### config.mk
export PLATFORM = sky130hd
export DESIGN_NAME = out_write_scheduler
export DESIGN_NICKNAME = d
export VERILOG_FILES = /design/src/rtl/out_sched_pkg.sv /design/src/rtl/out_sched_fifo.sv /design/src/rtl/out_write_scheduler.sv
export SDC_FILE = /design/constraint.sdc
export NUM_CORES = 1
export LEC_CHECK = 0
export CAP_MARGIN = 20
export CORE_AREA = 2 2 115 117
export DETAILED_ROUTE_END_ITERATION = 6
export DIE_AREA = 0 0 117 119
export HOLD_SLACK_MARGIN = 0.1
export PLACE_DENSITY = 0.83
export RECOVER_POWER = 100
export SLEW_MARGIN = 20
export SYNTH_ARGS = -nofsm -noshare
export SYNTH_HDL_FRONTEND = slang
export SYNTH_HIERARCHICAL = 1
export SYNTH_SLANG_ARGS = --single-unit
### constraint.sdc
create_clock -name clk -period 10.9 [get_ports clk]
set_clock_uncertainty 0.15 [all_clocks]
set_input_delay 2.18 -clock clk [delete_from_list [all_inputs] [get_ports clk]]
set_output_delay 2.18 -clock clk [all_outputs]
set_load 0.01 [all_outputs]
### src/rtl/out_sched_pkg.sv
// out_sched_pkg: shared types, default sizes and parameter checks for the output write scheduler
package out_sched_pkg;
  typedef enum logic {IDLE, HOLD} state_t;
  localparam int DEF_DEPTH = 4;
  localparam int DEF_HOLD = 8;
  localparam int PTR_W = $clog2(DEF_DEPTH);
  localparam int CNT_W = $clog2(DEF_HOLD + 1);
  function automatic bit is_pow2(input int n);
    return n >= 2 && (n & (n - 1)) == 0;
  endfunction
endpackage

### src/rtl/out_sched_fifo.sv
// out_sched_fifo: synchronous FIFO with flush; head is visible combinationally
module out_sched_fifo
  import out_sched_pkg::*;
#(
  parameter int DATA_W = 32,
  parameter int DEPTH = DEF_DEPTH,
  parameter int PW = PTR_W
) (
  input  logic              clk,
  input  logic              rst,
  input  logic              push,
  input  logic              pop,
  input  logic              flush,
  input  logic [DATA_W-1:0] din,
  output logic [DATA_W-1:0] head,
  output logic              full,
  output logic              empty,
  output logic [PW:0]       level
);
  logic [DATA_W-1:0] mem [DEPTH];
  logic [PW-1:0] rd, wr;
  logic do_push, do_pop;
  if (!is_pow2(DEPTH)) begin : g_depth_chk
    $error("out_sched_fifo: DEPTH must be a power of 2 and >= 2");
  end
  // full blocks push even when a pop happens on the same edge
  assign full = level == (PW + 1)'(DEPTH);
  assign empty = level == '0;
  assign do_push = push & !full & !flush;
  assign do_pop = pop & !empty & !flush;
  assign head = mem[rd];
  always_ff @(posedge clk) begin
    if (do_push && !rst) mem[wr] <= din;
  end
  always_ff @(posedge clk) begin
    if (rst || flush) begin
      rd <= '0;
      wr <= '0;
      level <= '0;
    end else begin
      wr <= wr + PW'(do_push);
      rd <= rd + PW'(do_pop);
      level <= level + (PW + 1)'(do_push) - (PW + 1)'(do_pop);
    end
  end
endmodule

### src/rtl/out_write_scheduler.sv
// out_write_scheduler: buffers bridge stores and paces them to the output device
// Define OUT_SCHED_DEDUP_EN to silently drop a head value equal to the last issued one.
module out_write_scheduler
  import out_sched_pkg::*;
#(
  parameter int DATA_W = 32,
  parameter int DEPTH = DEF_DEPTH,
  parameter int HOLD_CYCLES = DEF_HOLD
) (
  input  logic                     clk,
  input  logic                     rst,
  input  logic                     wr_valid,
  input  logic [DATA_W-1:0]        wr_data,
  output logic                     wr_ready,
  input  logic                     flush,
  output logic                     dev_write_en,
  output logic [DATA_W-1:0]        dev_data,
  output logic [$clog2(DEPTH):0]   level,
  output logic                     busy
);
  localparam int PW = $clog2(DEPTH);
  localparam int CW = $clog2(HOLD_CYCLES + 1) > CNT_W ? $clog2(HOLD_CYCLES + 1) : CNT_W;
  state_t state, state_nx;
  logic [CW-1:0] hold_cnt;
  logic [DATA_W-1:0] head;
  logic full, empty, pop, fire, dup;
  out_sched_fifo #(.DATA_W(DATA_W), .DEPTH(DEPTH), .PW(PW)) u_fifo (
    .clk(clk),
    .rst(rst),
    .push(wr_valid),
    .pop(pop),
    .flush(flush),
    .din(wr_data),
    .head(head),
    .full(full),
    .empty(empty),
    .level(level)
  );
`ifdef OUT_SCHED_DEDUP_EN
  logic [DATA_W-1:0] last_issued;
  always_ff @(posedge clk) begin
    if (rst) last_issued <= '0;
    else if (fire) last_issued <= head;
  end
  assign dup = head == last_issued;
`else
  assign dup = 1'b0;
`endif
  always_ff @(posedge clk) begin
    state <= rst ? IDLE : state_nx;
  end
  // state mirrors hold_cnt != 0, so it drops to IDLE on the edge the counter reaches zero
  always_comb begin
    state_nx = fire ? (HOLD_CYCLES > 1 ? HOLD : IDLE) : (hold_cnt <= CW'(1) ? IDLE : state);
  end
  always_comb begin
    pop = state == IDLE && !empty && !flush;
    fire = pop && !dup;
  end
  always_ff @(posedge clk) begin
    if (rst) begin
      hold_cnt <= '0;
      dev_write_en <= 1'b0;
      dev_data <= '0;
    end else begin
      hold_cnt <= fire ? CW'(HOLD_CYCLES - 1) : hold_cnt != '0 ? hold_cnt - CW'(1) : '0;
      dev_write_en <= fire;
      if (fire) dev_data <= head;
    end
  end
  assign wr_ready = !full;
  assign busy = level != '0 || hold_cnt != '0;
endmodule

==> results.md, run 1 <==
- WP depth: 10
- Crit-path cells: buf_2 > clkbuf_1 > or3_1 > inv_1 > nor4b_1 > a2111oi_0 > ha_1 > fa_1 > xor3_4 > nor3_1
- Die H: 119 microns
- Final Max Slew Viols: 211
- Root Driver: clkbuf_16
- Outcome: finished, violations left
- Multi-input logic area: ~0.0018 sq mm
- Starting density of the core: 0.528
- Post_cts resized: 0
- Critical Path Sink: u_fifo/level[2]
- Yosys top cell area share: 0.565
- Pwr dens: 172 mW/mm^2
- Hold path cells: 2
- Vias/cell: approximately 6.0
- Die width: 117 microns
- Worst Hold Class: reg -> reg
- Max Clk Rate: 158 MHz
- Routed WL: 13,200 microns
- Synth Flop Type: edfxtp_1
- Netlist cell types: 37
- CP delay by family, top: buffers and inverters
- Synth Cell Area: 0.00680 sq mm
- Worst Reg-to-Reg Cells: 10
- Met3 usage: 0.0570
- Asr flop ratio synth: 0
- Placeable Area: between 0.01 and 0.015 sq mm
- Top post-synthesis cells by area: edfxtp_1, dfxtp_1, mux4_2
- Postcts setup bufs: 0
- Number of flops mapped to enable cells by yosys: 128
- Cells after Synth: 390
- Final Setup Violations: 0
- Buf/Inv on CP: 3
- First-pass GRT wire length: 20,900 microns
- CP required: roughly 11 ns
- Crit path DAT: around 6.5 ns
- Synth-to-Final Area Change: 20.7%
- Fill cells: 867
- GR Layer Usage met2: 0.317
- Antenna violations before repair: 0
- Hold Vio Cnt, Final: 0
- Post-layout min period: ~6.3 ns
- # H-tree levels: 4
- Congestion Overflow GR: 0
- Failing checks: capacitance limit, slew limit
- DRT antenna net count: 0
- Largest net degree at the start of global routing: 79
- Grt met1 use: 0.280
- Static Leak: 0.00268 uW
- Syn Nets: 429
- CTS tree: done
- GP Congestion: 0.745
- Syn. warnings: 6
- Max VDD drop: about 0.12 mV
- Top Usage Layer GRT: met2
- Fin crit share: 0.581
- Crit path largest cell delay: 2.15 ns
- Register bit total from synthesis: 173
- Clock transition at path regs: about 0.060 ns
- Clk_lat worst skew: 0.41 ns
- Slew at the pin closest to its max-slew limit: about 3 ns
- Storage cell area: around 0.0048 sq mm
- Max_cap viols: 5
- RR Endpoint: u_fifo/level[2]
- Die Area: approximately 0.014 sq mm
- Max_slew headroom: -1.06
- Commonest cells post-synth: edfxtp_1, dfxtp_1, o31ai_1
- Via count: 3,876
- Sequential area share after synthesis: 0.698
- Post-cts hold buffer count: 0
- Avg Cell Area, Syn: about 17 sq um
- Reg-to-reg slack, setup: 7.51 ns
- Post-DP HPWL: roughly 7500 microns
- ANT cells: 0
- Cts bufs inserted: 17
- Total GRT Usage: 0.203
- 1st-iter DRT viols: 329
- # clock sinks: around 170
- Crit. End Element: register
- Top-Level Pins: 74
- IO buf count: 73
- Layout cells sized above 1: 0.150
- Top cell type by total area after synthesis: edfxtp_1
- Setup tns final: 0 ns
- CP max FO: 78
- Pre-antenna DRT Iters: 4
- Vias in the first global route: 3,879
- Crit path launch: flush
- Most frequent cell after synthesis: edfxtp_1
- DR WL/cell: around 21 microns
- Setup CP Type: in -> reg
- Core Rows: 42
- Hold WS: 0.316 ns
- Unrepaired setup endpoints after global routing: false
- Slowest CP cell: clkbuf_1
- Critical R2R Launch: u_fifo/level[1]
- Residual DRC: 0
- Crit path launch type: primary input
- Max clock buf depth: 2
- Fin nets: just under 500
==> state kept, by name (all words and copies together), names as in the netlist <==
| signal | cells |
|---|---|
| u_fifo/mem | 128 |
| dev_data | 32 |
| hold_cnt | 4 |
| u_fifo/level | 3 |
| u_fifo/rd | 2 |
| u_fifo/wr | 2 |
| dev_write_en | 1 |
| state | 1 |
==> kinds of logic (layout without fill, tap and decap cells) <==
logic type	after synthesis	after routing	synth area share
multiplexers	34	34	0.109
AO/OA/AOI/OAI	75	75	0.0712
adder cells (fa/ha/maj)	3	3	0.00662
flip-flops	173	173	0.698
buffers and inverters	41	118	0.0339
AND/OR/NAND/NOR	62	62	0.0760
XOR/XNOR	2	2	0.00534
==> worst min-delay path: stages (launching register included) <==
cell and delay [ns]:
dfxtp_1 0.31, o31ai_1 0.06, a21oi_1 0.06
==> layout make-up <==
cell class / instances / share of cell area
Sequential cell: 173 / 0.579
Multi-Input combinational cell: 176 / 0.223
Timing Repair Buffer: 80 / 0.0919
Clock buffer: 21 / 0.0537
Tap cell: 176 / 0.0268
Clock inverter: 11 / 0.0232
Inverter: 6 / 0.00274
==> where the power goes <==
part / switching (uW) / internal [uW]
combinational: 27.3 / 20.9
clock: 237 / 406
sequential: 4.90 / 714
==> placed cells by master, fill, tap and decap left out, drive strengths merged, types with 2 or more instances in the layout <==
cell type    netlist  layout
a21oi             32      32
and2               3       3
buf               19       4
bufinv             0       5
clkbuf            16      26
clkinv             0       2
clkinvlp           0       3
dfxtp             45      45
dlygate4sd3        0      70
edfxtp           128     128
ha                 2       2
inv                6       7
mux2               2       2
mux4              32      32
nor3               8       8
nor3b              2       2
nor4               3       3
nor4b              4       4
o21ai              2       2
o311ai             2       2
o31ai             34      34
or3                2       2
or3b               2       2
or4b              33      33
==> layer usage <==
layer / vias up / share of wire
li1: 1734 / -
met1: 1951 / 0.41
met2: 176 / 0.50
met3: 15 / 0.074
met4: 0 / 0.014
met5: - / 0
==> how the worst min path moves through the flow <==
stage | startpoint | end
final | dev_data[23] | dev_data[23]
after detailed placement | dev_data[20] | dev_data[20]
after floorplan | hold_cnt[3] | hold_cnt[3]
after global placement | dev_data[5] | dev_data[5]
after CTS | dev_data[23] | dev_data[23]
after global routing | dev_data[23] | dev_data[23]
==> per-stage QoR <==
step / setup WS (ns) / std cells / area [sq um] / utilization / power (uW)
floorplan: 4.21 / 390 / 6800 / - / 756
global placement: 6.18 / 611 / 7620 / 0.592 / 782
detailed placement: 5.99 / 611 / 7620 / 0.592 / 785
CTS: 6.43 / 643 / 8250 / 0.641 / 1420
global route: 4.28 / 643 / 8210 / 0.638 / 1450
finish: 4.57 / 643 / 8210 / 0.638 / 1410
Power figures use the tool's default switching activity.
==> inputs of run 2 (changes only) <==
- clock period: 10.9 -> 6.4 ns (I/O delays scaled with it)
==> run 2 against run 1 <==
Highest routed layer unchanged. The flow still finishes with violations (capacitance limit, slew limit). Via count shrank 3.0%. Combinational power grew 69%. Sequential share of layout area grew 0.53 points.
==> results.md, run 2 (synthesis results as in run 1) <==
- Crit. End Element: register (unchanged)
- Die width: 117 microns (unchanged)
- Congestion Overflow GR: 0 (unchanged)
- Crit path launch: flush (unchanged)
- Fin nets: 493 (unchanged)
- Fin crit share: 0.656
- Worst Reg-to-Reg Cells: 10 (unchanged)
- Storage cell area: 0.00475 sq mm (unchanged)
- Biggest register: u_fifo/mem (unchanged)
- Crit path launch type: primary input (unchanged)
- Antenna violations before repair: 0 (unchanged)
- Max VDD drop: 0.191 mV (was 0.122 mV)
- 1st-iter DRT viols: 219 (was 329)
- Max_slew headroom: -0.374 (was -1.06)
- Post-Layout Inst Area: 0.00813 sq mm (was 0.00821 sq mm)
- Fill cells: 918 (was 867)
- # H-tree levels: 4 (unchanged)
- Worst Hold Class: reg -> reg (unchanged)
- Hold path cells: 2 (unchanged)
- Max clock buf depth: 2 (unchanged)
- Clk_lat worst skew: 0.42 ns (was 0.41 ns)
- Post-DP HPWL: 7190 microns (was 7470 microns)
- Vias in the first global route: 3,856 (was 3,879)
- Layout cells sized above 1: 0.154 (was 0.150)
- Final Setup Violations: 0 (unchanged)
- Max_cap viols: 4 (was 5)
- Pwr dens: 277 mW/mm^2 (was 172 mW/mm^2)
- Setup CP Type: in -> reg (unchanged)
- DR WL/cell: 19.8 microns (was 20.6 microns)
- Cts bufs inserted: 17 (unchanged)
- Final Max Slew Viols: 132 (was 211)
- Static Leak: 0.00265 uW (was 0.00268 uW)
- IO buf count: 73 (unchanged)
- Reg-to-reg slack, setup: 3.10 ns (was 7.51 ns)
- Routed WL: 12,700 microns (was 13,200 microns)
- Residual DRC: 0 (unchanged)
- Vias/cell: 5.85 (was 6.03)
- Top-Level Pins: 74 (unchanged)
- Min-delay src: dev_data[23] (unchanged)
- Total GRT Usage: 0.199 (was 0.203)
- Setup tns final: 0 ns (unchanged)
- # clock sinks: 173 (unchanged)
- DRT antenna net count: 0 (unchanged)
- Pre-antenna DRT Iters: 5 (was 4)
- Post-layout min period: 4.20 ns
- Root Driver: clkbuf_16 (unchanged)
- DP Area: 0.00762 sq mm (unchanged)
- Die H: 119 microns (unchanged)
- Die Area: 0.0139 sq mm (unchanged)
- First-pass GRT wire length: 20,600 microns (was 20,900 microns)
- CP required: 6.25 ns (was 11.06 ns)
- Synth-to-Final Area Change: 19.6% (was 20.7%)
- Multi-input logic area: 0.00183 sq mm (unchanged)
- Postcts setup bufs: 0 (unchanged)
- Most frequent cells in the layout: edfxtp_1, dlygate4sd3_1, dfxtp_1 (unchanged)
- Critical R2R Launch: u_fifo/level[1] (unchanged)
- Failing checks: capacitance limit, slew limit (unchanged)
- Hold EP: dev_data[23] (unchanged)
- Hold Vio Cnt, Final: 0 (unchanged)
- Largest net degree at the start of global routing: 79 (unchanged)
- ANT cells: 0 (unchanged)
- Slew at the pin closest to its max-slew limit: 2.06 ns (was 3.09 ns)
- Commonest non-fill, non-tap cell in the layout: edfxtp_1 (unchanged)
- Post-cts hold buffer count: 0 (unchanged)
- Crit path DAT: 4.05 ns (was 6.49 ns)
- CP max FO: 78 (unchanged)
- CTS tree: done (unchanged)
- Clock transition at path regs: 0.06 ns (about the same)
- Post_cts resized: 0 (unchanged)
- Outcome: finished, violations left (unchanged)
- Core Rows: 42 (unchanged)
- Largest registers: u_fifo/mem x128, dev_data x32, hold_cnt x4 (unchanged)
- Via count: 3,760 (was 3,876)
- Max Clk Rate: around 240 MHz
- Largest register FFs: 128 (unchanged)
- Unrepaired setup endpoints after global routing: false (unchanged)
- RR Endpoint: u_fifo/level[2] (unchanged)
- Starting density of the core: 0.528 (unchanged)
- GP Congestion: 0.738 (was 0.745)
- Placeable Area: 0.0129 sq mm (unchanged)
==> run 2: changes by cell type in the layout (fill, tap and decap cells not counted) <==
cell	delta
and2_0	+1
clkbuf_8	+2
clkinv_2	+2
clkinv_1	+1
and2_1	-1
clkinvlp_4	+1
buf_4	+1
bufinv_16	-4
clkbuf_1	-3
==> run 2: layout make-up <==
cell class	count	area share
tap	176	0.0271
clock buffer	21	0.0566
multi-input combinational	176	0.225
timing repair buffer	80	0.0932
clock inverter	11	0.0112
inverter	6	0.00277
sequential	173	0.584
==> run 2: through the flow <==
step	setup slack, ns	hold WS, ns	std cells	utilization	total power (uW)
after floorplan	0.607	0.332	390	-	1290
after global placement	2.59	0.312	611	0.592	1330
after detailed placement	2.44	0.311	611	0.592	1340
after CTS	2.80	0.319	643	0.635	2280
after global routing	1.96	0.347	643	0.632	2330
final	2.20	0.313	643	0.632	2260
==> run 2: how the worst max path moves through the flow <==
| stage | to | slack, ns | cells after the start |
|---|---|---|---|
| 4_1_cts | u_fifo/level[2] | 2.80 | 10 |
| 3_5_place_dp | u_fifo/level[2] | 2.44 | 10 |
| 3_3_place_gp | u_fifo/level[2] | 2.59 | 10 |
| 6_report | u_fifo/mem[1][4] | 2.20 | 5 |
| 2_1_floorplan | u_fifo/mem[3][0] | 0.61 | 3 |
| 5_1_grt | u_fifo/mem[1][18] | 1.96 | 5 |
==> run 2: per-layer routing <==
metal  vias up  part of all wire  GRT usage  wire length [microns]
li1       1743                 -          -                      -
met1      1870              0.42      0.272                   5310
met2       132              0.51      0.315                   6480
met3        15             0.061     0.0534                    780
met4         0             0.010     0.0596                    131
met5         -                 0          0                      0
==> run 2: where the power goes <==
part	total, uW	switching [uW]	internal [uW]	leakage [uW]
combinational	81.5	45.7	35.8	0.000868
clock	950	398	552	0.000260
sequential	1220	8.11	1220	0.00152
total	2260	452	1800	0.00265
==> run 2: critical path, cell delays in order <==
cell,delay [ns]
buf_2,0.09
buf_4,0.32
or3_1,0.48
nor4b_1,0.33
clkbuf_1,1.52
==> inputs of run 3 (changes only) <==
- clock period: 6.4 -> 4.1 ns (I/O delays scaled with it)
==> run 3 against run 2 <==
The flow still finishes with violations (capacitance limit, slew limit). Worst hold slack better by 0.0027 ns. Sequential power up 57%. Worst setup slack worse by 1.6 ns. Final cell count up 0.16%. Critical path type unchanged. Largest cell class unchanged.
==> results.md, run 3 (synthesis results as in run 1) <==
- # H-tree levels: 4 (unchanged)
- Max layer used: met4 (unchanged)
- DR WL/cell: 20.6 microns (was 19.8 microns)
- DRT antenna net count: 0 (unchanged)
- Most frequent cells in the layout: edfxtp_1, dlygate4sd3_1, dfxtp_1 (unchanged)
- Total GRT Usage: 0.202 (was 0.199)
- Setup tns final: 0 ns (unchanged)
- Setup CP Type: in -> reg (unchanged)
- Die Area: 0.0139 sq mm (unchanged)
- Post-cts hold buffer count: 0 (unchanged)
- Static Leak: 0.00268 uW (was 0.00265 uW)
- GP Congestion: 0.711 (was 0.738)
- Biggest register: u_fifo/mem (unchanged)
- Root Driver: clkbuf_16 (unchanged)
- Fin nets: 494 (was 493)
- Layout cells sized above 1: 0.165 (was 0.154)
- Pwr dens: 443 mW/mm^2 (was 277 mW/mm^2)
- Residual DRC: 0 (unchanged)
- Cts bufs inserted: 17 (unchanged)
- Post-layout min period: 3.51 ns
- CP max FO: 48 (was 78)
- Largest register FFs: 128 (unchanged)
- Hold Vio Cnt, Final: 0 (unchanged)
- Crit path DAT: 3.33 ns (was 4.05 ns)
- Pre-antenna DRT Iters: 4 (was 5)
- Crit path launch type: primary input (unchanged)
- Clock transition at path regs: 0.06 ns (about the same)
- Fin crit share: 0.856
- Design Power: 3640 uW (was 2260 uW)
- Antenna violations before repair: 0 (unchanged)
- CTS tree: done (unchanged)
- Max_slew headroom: -0.411 (was -0.374)
- WL met1: 5250 microns (was 5310 microns)
- Via count: 3,766 (was 3,760)
- Slew at the pin closest to its max-slew limit: 2.12 ns (was 2.06 ns)
- Commonest non-fill, non-tap cell in the layout: edfxtp_1 (unchanged)
- Core Rows: 42 (unchanged)
- Final Setup Violations: 0 (unchanged)
- 1st-iter DRT viols: 309 (was 219)
- ANT cells: 0 (unchanged)
- Largest net degree at the start of global routing: 78 (was 79)
- Outcome: finished, violations left (unchanged)
- IO buf count: 73 (unchanged)
- Met2 WL: 7110 microns (was 6480 microns)
- Max clock buf depth: 2 (unchanged)
- # clock sinks: 173 (unchanged)
- Starting density of the core: 0.528 (unchanged)
- Synth-to-Final Area Change: 20.7% (was 19.6%)
- Vias in the first global route: 3,870 (was 3,856)
- Routed WL: 13,300 microns (was 12,700 microns)
- Congestion Overflow GR: 0 (unchanged)
- Worst Hold Class: reg -> reg (unchanged)
- First-pass GRT wire length: 20,600 microns (unchanged)
- Layout Utilization: 0.637 (was 0.632)
- Max Clk Rate: approximately 290 MHz
- Vias/cell: 5.85 (about the same)
- CP required: 3.92 ns (was 6.25 ns)
- Max_cap viols: 1 (was 4)
- Die width: 117 microns (unchanged)
- Post_cts resized: 0 (unchanged)
- Top-Level Pins: 74 (unchanged)
- Placeable Area: 0.0129 sq mm (unchanged)
- Max VDD drop: 0.283 mV (was 0.191 mV)
- Die H: 119 microns (unchanged)
- Unrepaired setup endpoints after global routing: false (unchanged)
- Postcts setup bufs: 0 (unchanged)
- Final Max Slew Viols: 49 (was 132)
- Metal3 WL: 671 microns (was 780 microns)
- Post-DP HPWL: 7470 microns (was 7190 microns)
- Clk_lat worst skew: 0.43 ns (was 0.42 ns)
- Largest registers: u_fifo/mem x128, dev_data x32, hold_cnt x4 (unchanged)
- Failing checks: capacitance limit, slew limit (unchanged)
- Fill cells: 892 (was 918)
- Crit. End Element: register (unchanged)
run 3: path summary, 6_finish.rpt:
kind	cells past startpoint	start	slack, ns	end
min reg2reg	2	dev_data[20]	0.32	dev_data[20]
min	2	dev_data[20]	0.32	dev_data[20]
max	4	rst	0.59	u_fifo/mem[2][8]
max reg2reg	4	u_fifo/rd[0]	0.99	dev_data[30]
run 3: where the power goes:
part           switching, uW  internal, uW  leakage [uW]
logic                   76.2          56.9      0.000887
registers               10.7          1900       0.00152
clock network            646           949      0.000276
run 3: final cells by class:
class,count,area (sq um),share of cell area
Clock buffer,19,433,0.0528
Inverter,6,22.5,0.00274
Clock inverter,13,149,0.0181
Tap cell,176,220,0.0268
Multi-Input combinational cell,176,1860,0.226
Sequential cell,173,4750,0.578
Timing Repair Buffer,81,779,0.0950
run 3: critical path, cell delays in order:
cell      delay (ns)
clkbuf_1        1.48
or3b_1          0.38
nor4_4          0.05
clkbuf_2        0.57
run 3: through the flow:
step | area [sq um] | hold slack (ns) | worst slack, ns | cells
2_1_floorplan | 6830 | 0.332 | 0.340 | 390
3_3_place_gp | 7650 | 0.311 | 1.09 | 611
3_5_place_dp | 7650 | 0.313 | 1.01 | 611
4_1_cts | 8240 | 0.321 | 0.860 | 643
5_1_grt | 8210 | 0.336 | 0.409 | 644
6_report | 8210 | 0.316 | 0.591 | 644
run 3: routing by layer:
metal,up-vias,track usage
li1,1737,-
met1,1888,0.253
met2,122,0.332
met3,19,0.0545
met4,0,0.0831
met5,-,0
